===== src/rtl/prog_loader_pkg.sv =====
// rtl/prog_loader_pkg.sv - shared widths, length-field size and loader state enum (PROG_LOADER_CHECKSUM_EN adds S_SUM/S_ERR)
package prog_loader_pkg;

    localparam int DEFAULT_INST_WIDTH     = 32;
    localparam int DEFAULT_INST_MEM_WIDTH = 8;
    localparam int LEN_BYTES              = 4;
    localparam int LEN_WIDTH              = LEN_BYTES * 8;

    typedef enum logic [2:0] {
        S_PRE,
        S_LEN,
        S_WORD,
        S_FIN,
        S_DONE
`ifdef PROG_LOADER_CHECKSUM_EN
        ,
        S_SUM,
        S_ERR
`endif
    } state_t;

endpackage


===== src/rtl/prog_loader_word_assembler.sv =====
// rtl/prog_loader_word_assembler.sv - big-endian byte shifter; word_ready flags the byte that completes a word
module word_assembler #(
    parameter int WIDTH = 32
) (
    input  logic             clk,
    input  logic             rstn,
    input  logic [7:0]       byte_data,
    input  logic             byte_valid,
    output logic [WIDTH-1:0] word,
    output logic             word_ready
);

    localparam int NB = WIDTH / 8;
    localparam int CW = (NB > 1) ? $clog2(NB) : 1;

    logic [CW-1:0] cnt;

    assign word_ready = byte_valid && (cnt == CW'(NB - 1));

    always_ff @(posedge clk or negedge rstn) begin
        if (!rstn) begin
            word <= '0;
            cnt  <= '0;
        end else if (byte_valid) begin
            word <= {word[WIDTH-9:0], byte_data};
            cnt  <= word_ready ? '0 : cnt + 1'b1;
        end
    end

endmodule


===== src/rtl/prog_loader.sv =====
// rtl/prog_loader.sv - UART program loader into instruction memory; PROG_LOADER_CHECKSUM_EN enables the XOR trailer check
module prog_loader
    import prog_loader_pkg::*;
#(
    parameter int INST_WIDTH     = DEFAULT_INST_WIDTH,
    parameter int INST_MEM_WIDTH = DEFAULT_INST_MEM_WIDTH
) (
    input  logic                  clk,
    input  logic                  rstn,
    input  logic [7:0]            rx_data,
    input  logic                  rx_valid,
    output logic [INST_WIDTH-1:0] inst_in,
    output logic                  we,
    output logic                  stall,
    output logic                  reset_pc,
    output logic                  done,
    output logic                  err
);

    state_t                  state, state_nx;
    logic [LEN_WIDTH-1:0]    len_word;
    logic [LEN_WIDTH-1:0]    len_next;
    logic                    len_ready;
    logic [INST_WIDTH-1:0]   inst_word;
    logic                    inst_ready;
    logic [31:0]             word_cnt;
    logic                    we_q;
    logic                    in_range;
    logic                    final_word;

`ifdef PROG_LOADER_CHECKSUM_EN
    localparam state_t AFTER_WORDS = S_SUM;
    logic [7:0] csum;
`else
    localparam state_t AFTER_WORDS = S_FIN;
    logic word_done_q;
`endif

    word_assembler #(.WIDTH(LEN_WIDTH)) u_len (
        .clk        (clk),
        .rstn       (rstn),
        .byte_data  (rx_data),
        .byte_valid (rx_valid && state == S_LEN),
        .word       (len_word),
        .word_ready (len_ready)
    );

    word_assembler #(.WIDTH(INST_WIDTH)) u_inst (
        .clk        (clk),
        .rstn       (rstn),
        .byte_data  (rx_data),
        .byte_valid (rx_valid && state == S_WORD),
        .word       (inst_word),
        .word_ready (inst_ready)
    );

    // N must be known on the 4th length byte itself, before the shifter has absorbed it
    assign len_next   = {len_word[LEN_WIDTH-9:0], rx_data};
    assign in_range   = ({1'b0, word_cnt} < (33'd1 << INST_MEM_WIDTH));
    assign final_word = (word_cnt + 32'd1) == len_word;

    always_ff @(posedge clk or negedge rstn) begin
        if (!rstn) state <= S_PRE;
        else       state <= state_nx;
    end

    always_comb begin
        state_nx = state;
        case (state)
            S_PRE:  state_nx = S_LEN;
            S_LEN:  if (len_ready) state_nx = (len_next != '0) ? S_WORD : AFTER_WORDS;
`ifdef PROG_LOADER_CHECKSUM_EN
            S_WORD: if (inst_ready && final_word) state_nx = S_SUM;
            S_SUM:  if (rx_valid) state_nx = (rx_data == csum) ? S_FIN : S_ERR;
`else
            // leave only after the last we cycle so reset_pc never overlaps a write
            S_WORD: if (word_done_q && word_cnt == len_word) state_nx = S_FIN;
`endif
            S_FIN:  state_nx = S_DONE;
            default: state_nx = state;
        endcase
    end

    always_ff @(posedge clk or negedge rstn) begin
        if (!rstn) begin
            word_cnt <= '0;
            we_q     <= 1'b0;
        end else begin
            we_q <= (state == S_WORD) && inst_ready && in_range;
            if (state == S_WORD && inst_ready) word_cnt <= word_cnt + 32'd1;
        end
    end

`ifdef PROG_LOADER_CHECKSUM_EN
    always_ff @(posedge clk or negedge rstn) begin
        if (!rstn)
            csum <= '0;
        else if (rx_valid && (state == S_LEN || state == S_WORD))
            csum <= csum ^ rx_data;
    end
    assign err = (state == S_ERR);
`else
    always_ff @(posedge clk or negedge rstn) begin
        if (!rstn) word_done_q <= 1'b0;
        else       word_done_q <= (state == S_WORD) && inst_ready;
    end
    assign err = 1'b0;
`endif

    assign we       = we_q;
    assign inst_in  = inst_word;
    assign stall    = !((state == S_DONE) || we_q);
    assign reset_pc = rstn && (state == S_PRE || state == S_FIN);
    assign done     = (state == S_DONE);

endmodule


===== config.mk =====
export PLATFORM = sky130hd
export DESIGN_NAME = prog_loader
export DESIGN_NICKNAME = d
export VERILOG_FILES = /design/src/rtl/prog_loader_pkg.sv /design/src/rtl/prog_loader_word_assembler.sv /design/src/rtl/prog_loader.sv
export SDC_FILE = /design/constraint.sdc
export NUM_CORES = 1
export LEC_CHECK = 0
export ABC_AREA = 1
export CORE_MARGIN = 2
export CORE_UTILIZATION = 40
export CTS_CLUSTER_SIZE = 25
export DETAILED_ROUTE_END_ITERATION = 8
export MAX_ROUTING_LAYER = met4
export PLACE_DENSITY = 0.68
export SETUP_SLACK_MARGIN = 0.15
export SYNTH_ARGS = -nofsm -noshare
export SYNTH_HDL_FRONTEND = slang
export SYNTH_SLANG_ARGS = --single-unit

===== constraint.sdc =====
create_clock -name clk -period 1.9 [get_ports clk]
set_input_delay 0.285 -clock clk [delete_from_list [all_inputs] [get_ports clk]]
set_output_delay 0.285 -clock clk [all_outputs]
set_load 0.01 [all_outputs]

==> impl_metrics.yaml <==
status:
  status: "completed"
die:
  chipHeight_microns: 118
  boundaryPins: 48
  core-area_sq_um: 12600
  die_width_microns: 118
  rows: 41
  initial_core_util: 0.410
  dieArea_sq_um: 13900
synthesis:
  synth_area_per_cell_sq_um: 8.13
  synth_mux_area_frac: 0
  synth.net_count: 651
  post_synth_cell_types: 33
  synth-seq-area-share: 0.507
  synth_compound_gate_area_share: 0.0672
  synthSimpleGateAreaFrac: 0.282
  synth_warnings: 0
  gate_count_after_technology_mapping: 637
  yosys_register_bits: 105
  main_combinational_cell_family_by_area_after_synthesis: "simple AND/OR/NAND/NOR gates"
  post_synth_fa_ha_maj_area_fraction: 0.00725
  mappedNetlistArea_sq_um: 5180
  post_synth_xor_area_fraction: 0.0524
sta:
  timing_max_transition_violations_final: 0
  timing.setup.tns_ns: 0
  max_freq_ghz: 0.551
  timing.slew.headroom: 0.557
  report.final.setup_viol: 0
  worst-slew-pin-transition_ns: 0.665
  finClkSkew_ns: 0.0109
  final_min_period_over_clock_period: 0.955
  rsz_0062_raised_after_global_routing: "true"
  final.setup.worst_slack_ns: 0.0859
  timing_hold_violations_final: 0
  finalWorstPathRequiredPeriod_ns: 1.81
clock_network:
  cts_inserted_buffers: 9
  cts_root_buf: "clkbuf_16"
  tritoncts_num_sinks: 105
  ctsHoldBuffers: 0
  clock_pin_slew_on_the_worst_setup_and_hold_paths_ns: 0.07
  htreeDepth: 3
  cts_tree: "yes"
  clock_insertion_delay_worst_skew_ns: 0.35
  ctsLongestPathBuffers: 2
placed_design:
  preCtsSetupSlack_ns: -0.0536
  dpl_hpwl_microns: 9120
  place.detailed.instances: 850
  placed_cell_area_sq_um: 5890
  gp_routability_congestion: 0.895
  place.port_buffers: 46
setup_path:
  maximum_fanout_along_the_worst_path: 4
  worstSetupPathType: "reg -> reg"
  critical_path.endpoint_type: "flop"
  start_kind: "flop"
  critPathRequiredTime_ns: 2.13
  timing.critical_path.arrival_ns: 2.05
grt:
  grtUsageMet2: 0.289
  grt_start_max_net_pins: 61
  met3_usage: 0.0286
  grt_antenna_before_repair: 0
  first_pass_grt_wire_length_microns: 20600
  grt_peak_use_layer: "met2"
  grt.total_usage: 0.191
  groute.layer.met1.usage: 0.259
  global_route.overflow_total: 0
  grt_pass1_vias: 4154
final_layout:
  finalNetCount: 715
  area_growth_pct: 22.6
  finalCoreUtilization: 0.503
  mostFrequentLayoutCell: "nand2_1"
  antenna_cells: 0
  mostFrequentLayoutCells: "nand2_1 (204), dfrtp_1 (105), inv_1 (90), o21ai_0 (64), clkdlybuf4s50_1 (42)"
  stdcell_count: 878
  design_area_sq_um: 6350
  drive_gt1_frac: 0.106
drt:
  wire_length_per_cell_microns: 14.4
  post_drt_via_cell_ratio: 4.95
  wl_microns: 12700
  initial_drc_count: 319
  firstDrtPassIters: 5
  antenna_left: 0
  drt_drc_violations_left: 0
  vias: 4343
pwr:
  power_density_normalized_to_cell_area_nw_per_um2: 1130
  peakVddDrop_mv: 0.484
  leakage_nw: 3.08
hold_path:
  hold_class: "in -> async"
flow_run:
  timing.max_cap.violations: 0
layer usage:
layer  routed length (microns)  share of wire
met4                       266          0.021
met5                         0              0
met3                       536          0.042
met2                      5970           0.47
met1                      5900           0.47
worst max-delay path, stage by stage, from the launching register on:
cell	delay, ns
dfrtp_1	0.40
buf_6	0.13
nor2_4	0.10
nand3_4	0.11
nor2_8	0.19
buf_4	0.15
inv_4	0.03
nor2_4	0.14
nand2_4	0.08
nor2_4	0.14
nand2_1	0.08
xor2_1	0.14
final timing paths:
check	from	depth (start not counted)	slack, ns	to
worst max-delay path	state[0]$_DFFE_PN0P_	11	0.09	word_cnt[31]$_DFFE_PN0P_
worst min-delay path	rstn	2	0.14	word_cnt[9]$_DFFE_PN0P_
worst max register to register	state[0]$_DFFE_PN0P_	11	0.09	word_cnt[31]$_DFFE_PN0P_
worst min register to register	u_inst.word[24]$_DFFE_PN0P_	2	0.49	u_inst.word[24]$_DFFE_PN0P_
max in group asynchronous	rstn	2	1.31	u_len.cnt[0]$_DFFE_PN0P_
min in group clk	u_inst.word[24]$_DFFE_PN0P_	2	0.49	u_inst.word[24]$_DFFE_PN0P_
registers in the layout, summed over array words and instances, names as in the netlist:
register / flops
u_inst.word: 32
u_len.word: 32
word_cnt: 32
state: 3
u_inst.cnt: 2
u_len.cnt: 2
we: 1
word_done_q: 1
synth_stat cells:
library cell | n | area share
a21boi_0 | 1 | 0.0015
a21oi_1 | 3 | 0.0029
and2_1 | 1 | 0.0012
buf_2 | 3 | 0.0029
buf_4 | 1 | 0.0015
buf_6 | 1 | 0.0022
clkbuf_1 | 11 | 0.0080
clkinv_1 | 1 | 0.00072
conb_1 | 1 | 0.00072
dfrtp_1 | 105 | 0.51
ha_1 | 3 | 0.0073
inv_1 | 92 | 0.067
inv_2 | 2 | 0.0015
nand2_1 | 207 | 0.15
nand2_4 | 1 | 0.0022
nand3_1 | 16 | 0.015
nand3_2 | 2 | 0.0039
nand3_4 | 2 | 0.0068
nand3b_1 | 1 | 0.0015
nand4_1 | 20 | 0.024
nand4_4 | 1 | 0.0041
nor2_1 | 35 | 0.025
nor2_2 | 4 | 0.0048
nor2_4 | 4 | 0.0087
nor2_8 | 1 | 0.0039
nor3_1 | 10 | 0.0097
nor3_2 | 2 | 0.0039
nor3_4 | 2 | 0.0063
nor4_1 | 8 | 0.0097
o21ai_0 | 64 | 0.062
o21ai_1 | 1 | 0.00097
xnor2_1 | 4 | 0.0068
xor2_1 | 27 | 0.046
cell families after synthesis:
family | Yosys count
and+or+nand+nor | 317
buffers and inverters | 111
DFF | 105
AOI/OAI and AO/OA | 69
xor gates and xnor gates | 31
adders and majority gates | 3
other | 1
cell type report:
cell class / instances / area, sq um
fill: 1209 / 6270
sequential: 105 / 2630
timing repair buffer: 69 / 664
clock buffer: 9 / 225
multi-input combinational: 421 / 2200
inverter: 95 / 365
clock inverter: 7 / 51.3
tap: 172 / 215
stage by stage:
step / total power [mW] / hold slack [ns]
after floorplan: 4.36 / -0.0106
after global placement: 5.33 / 0.461
after detailed placement: 5.39 / 0.469
after CTS: 7.18 / 0.172
after global routing: 7.65 / 0.193
final: 7.19 / 0.138
what timing repair did:
item / 4_1_cts / 5_1_grt
endpoints found under the setup margin: 4 / 38
gates resized for setup: 4 / 28
pin swaps: 0 / 7
buffers inserted: 1 / 11
report_power, final:
part	total (mW)	leakage, nW	switching (mW)	internal, mW
registers	3.46	1.29	0.595	2.87
logic	1.96	1.65	1.00	0.954
clock network	1.77	0.138	0.866	0.901
(Power assumes the default switching activity.)
==> RTL edit: new RTL, config.mk and constraints unchanged <==
The package constant `LEN_BYTES` goes from 4 to 2.
--- a/src/rtl/prog_loader_pkg.sv
+++ b/src/rtl/prog_loader_pkg.sv
@@ -4,5 +4,5 @@
     localparam int DEFAULT_INST_WIDTH     = 32;
     localparam int DEFAULT_INST_MEM_WIDTH = 8;
-    localparam int LEN_BYTES              = 4;
+    localparam int LEN_BYTES              = 2;
     localparam int LEN_WIDTH              = LEN_BYTES * 8;
 
Formal check against the unedited RTL: not equivalent (Yosys sat finds a counterexample within 4 cycles, from zero or initial values and one cycle with rstn low).
==> RTL edit against the unedited design <==
  * The run now ends with negative hold slack left
  * Highest routed layer unchanged
  * Count of clock-buffer cells in the layout increased by 1
  * Total power shrank 21%
  * Sequential cell count down 17
  * Critical path depth down 7
  * Register-to-register slack better by 0.16 ns
  * Setup slack gained 0.15 ns
  * Synthesized area fell by 15%
  * Cell area decreased by 15%
  * Sequential share of layout area fell by 0.38 points
  * First-iteration DRC count down 22%
  * Wire length fell by 21%
  * Via count down 15%
==> RTL edit: results (changes against the unedited design) <==
Vias/cell=4.75 (was 4.95); multi-input logic area=1950 sq um (was 2200 sq um); hold_ws=-0.0157 ns (was 0.138 ns); count of multi-input gates=401 (was 421); met3 global-route usage=3.47% (was 2.86%); Synth Area in Adders=0.568% (was 0.725%); multi-input combinational area share=36.3% (was 34.7%); Routed WL per cell=12.9 um (was 14.4 um); register bit total from synthesis=88 (was 105); Synth Area in Compound Gates=5.17% (was 6.72%); most frequent cells after synthesis=nand2_1, dfrtp_1, inv_1 (unchanged); failing checks=negative hold slack; slowest stage delay, CP=0.36 ns (was 0.40 ns); met1 wire length=4760 um (was 5900 um); buffering overhead=10.9% (was 10.5%); VDD IR max=0.455 mV (was 0.484 mV); GPL Wtd Cong=0.915 (was 0.895); Clock transition at path regs=0.09 ns (was 0.07 ns); Top delay family on crit path=buffers and inverters (was simple AND/OR/NAND/NOR gates); met2 usage=27.3% (was 28.9%); WP data arrival=1.38 ns (was 2.05 ns); global-route wire length before repair=17000 um (was 20600 um); xor/xnor share of the synthesized area=5.37% (was 5.24%); nonclk buf count=60 (was 69); total setup buffers inserted after CTS=2 (was 1); Clk pwr share=23.5% (was 24.6%); Seq/Total Area, Yosys=50.0% (was 50.7%); clk tree area frac=3.58% (was 4.35%); status=complete, but fails checks (was finished clean); Placement Setup Slack=0.0772 ns (was -0.0536 ns); number of global-route vias before repair=3458 (was 4154); CLK BUF=10 (was 9); Largest regs=u_inst.word: 32 flops, word_cnt: 32 flops, u_len.word: 16 flops (was u_inst.word: 32 flops, u_len.word: 32 flops, word_cnt: 32 flops); Netlist cell types=28 (was 33); fill count=994 (was 1209); Final Hold Fails=18 (was 0); Root Driver=clkbuf_8 (was clkbuf_16); register area=2210 sq um (was 2630 sq um); comb pwr=0.00167 W (was 0.00196 W)
RTL edit: changes by cell type after synthesis, sizes merged, moves of 2 or more:
cell	delta
clkbuf	-3
dfrtp	-17
inv	-22
nand2	+10
nand3	-6
nand3b	+2
nand4	-10
nor2	+19
nor3	+2
nor4	-7
o21ai	-23
xor2	-5
RTL edit: worst paths after layout:
kind / slack [ns] / depth (start not counted) / from / endpoint
max: 0.23 / 4 / state[0]$_DFFE_PN0P_ / reset_pc
min: -0.02 / 2 / rstn / u_inst.word[0]$_DFFE_PN0P_
max reg2reg: 0.25 / 11 / state[0]$_DFFE_PN0P_ / word_cnt[26]$_DFFE_PN0P_
min reg2reg: 0.49 / 1 / u_len.cnt$_DFFE_PN0N_ / u_len.cnt$_DFFE_PN0N_
max in group asynchronous: 1.54 / 2 / rstn / word_cnt[4]$_DFFE_PN0P_
min in group clk: 0.49 / 1 / u_len.cnt$_DFFE_PN0N_ / u_len.cnt$_DFFE_PN0N_
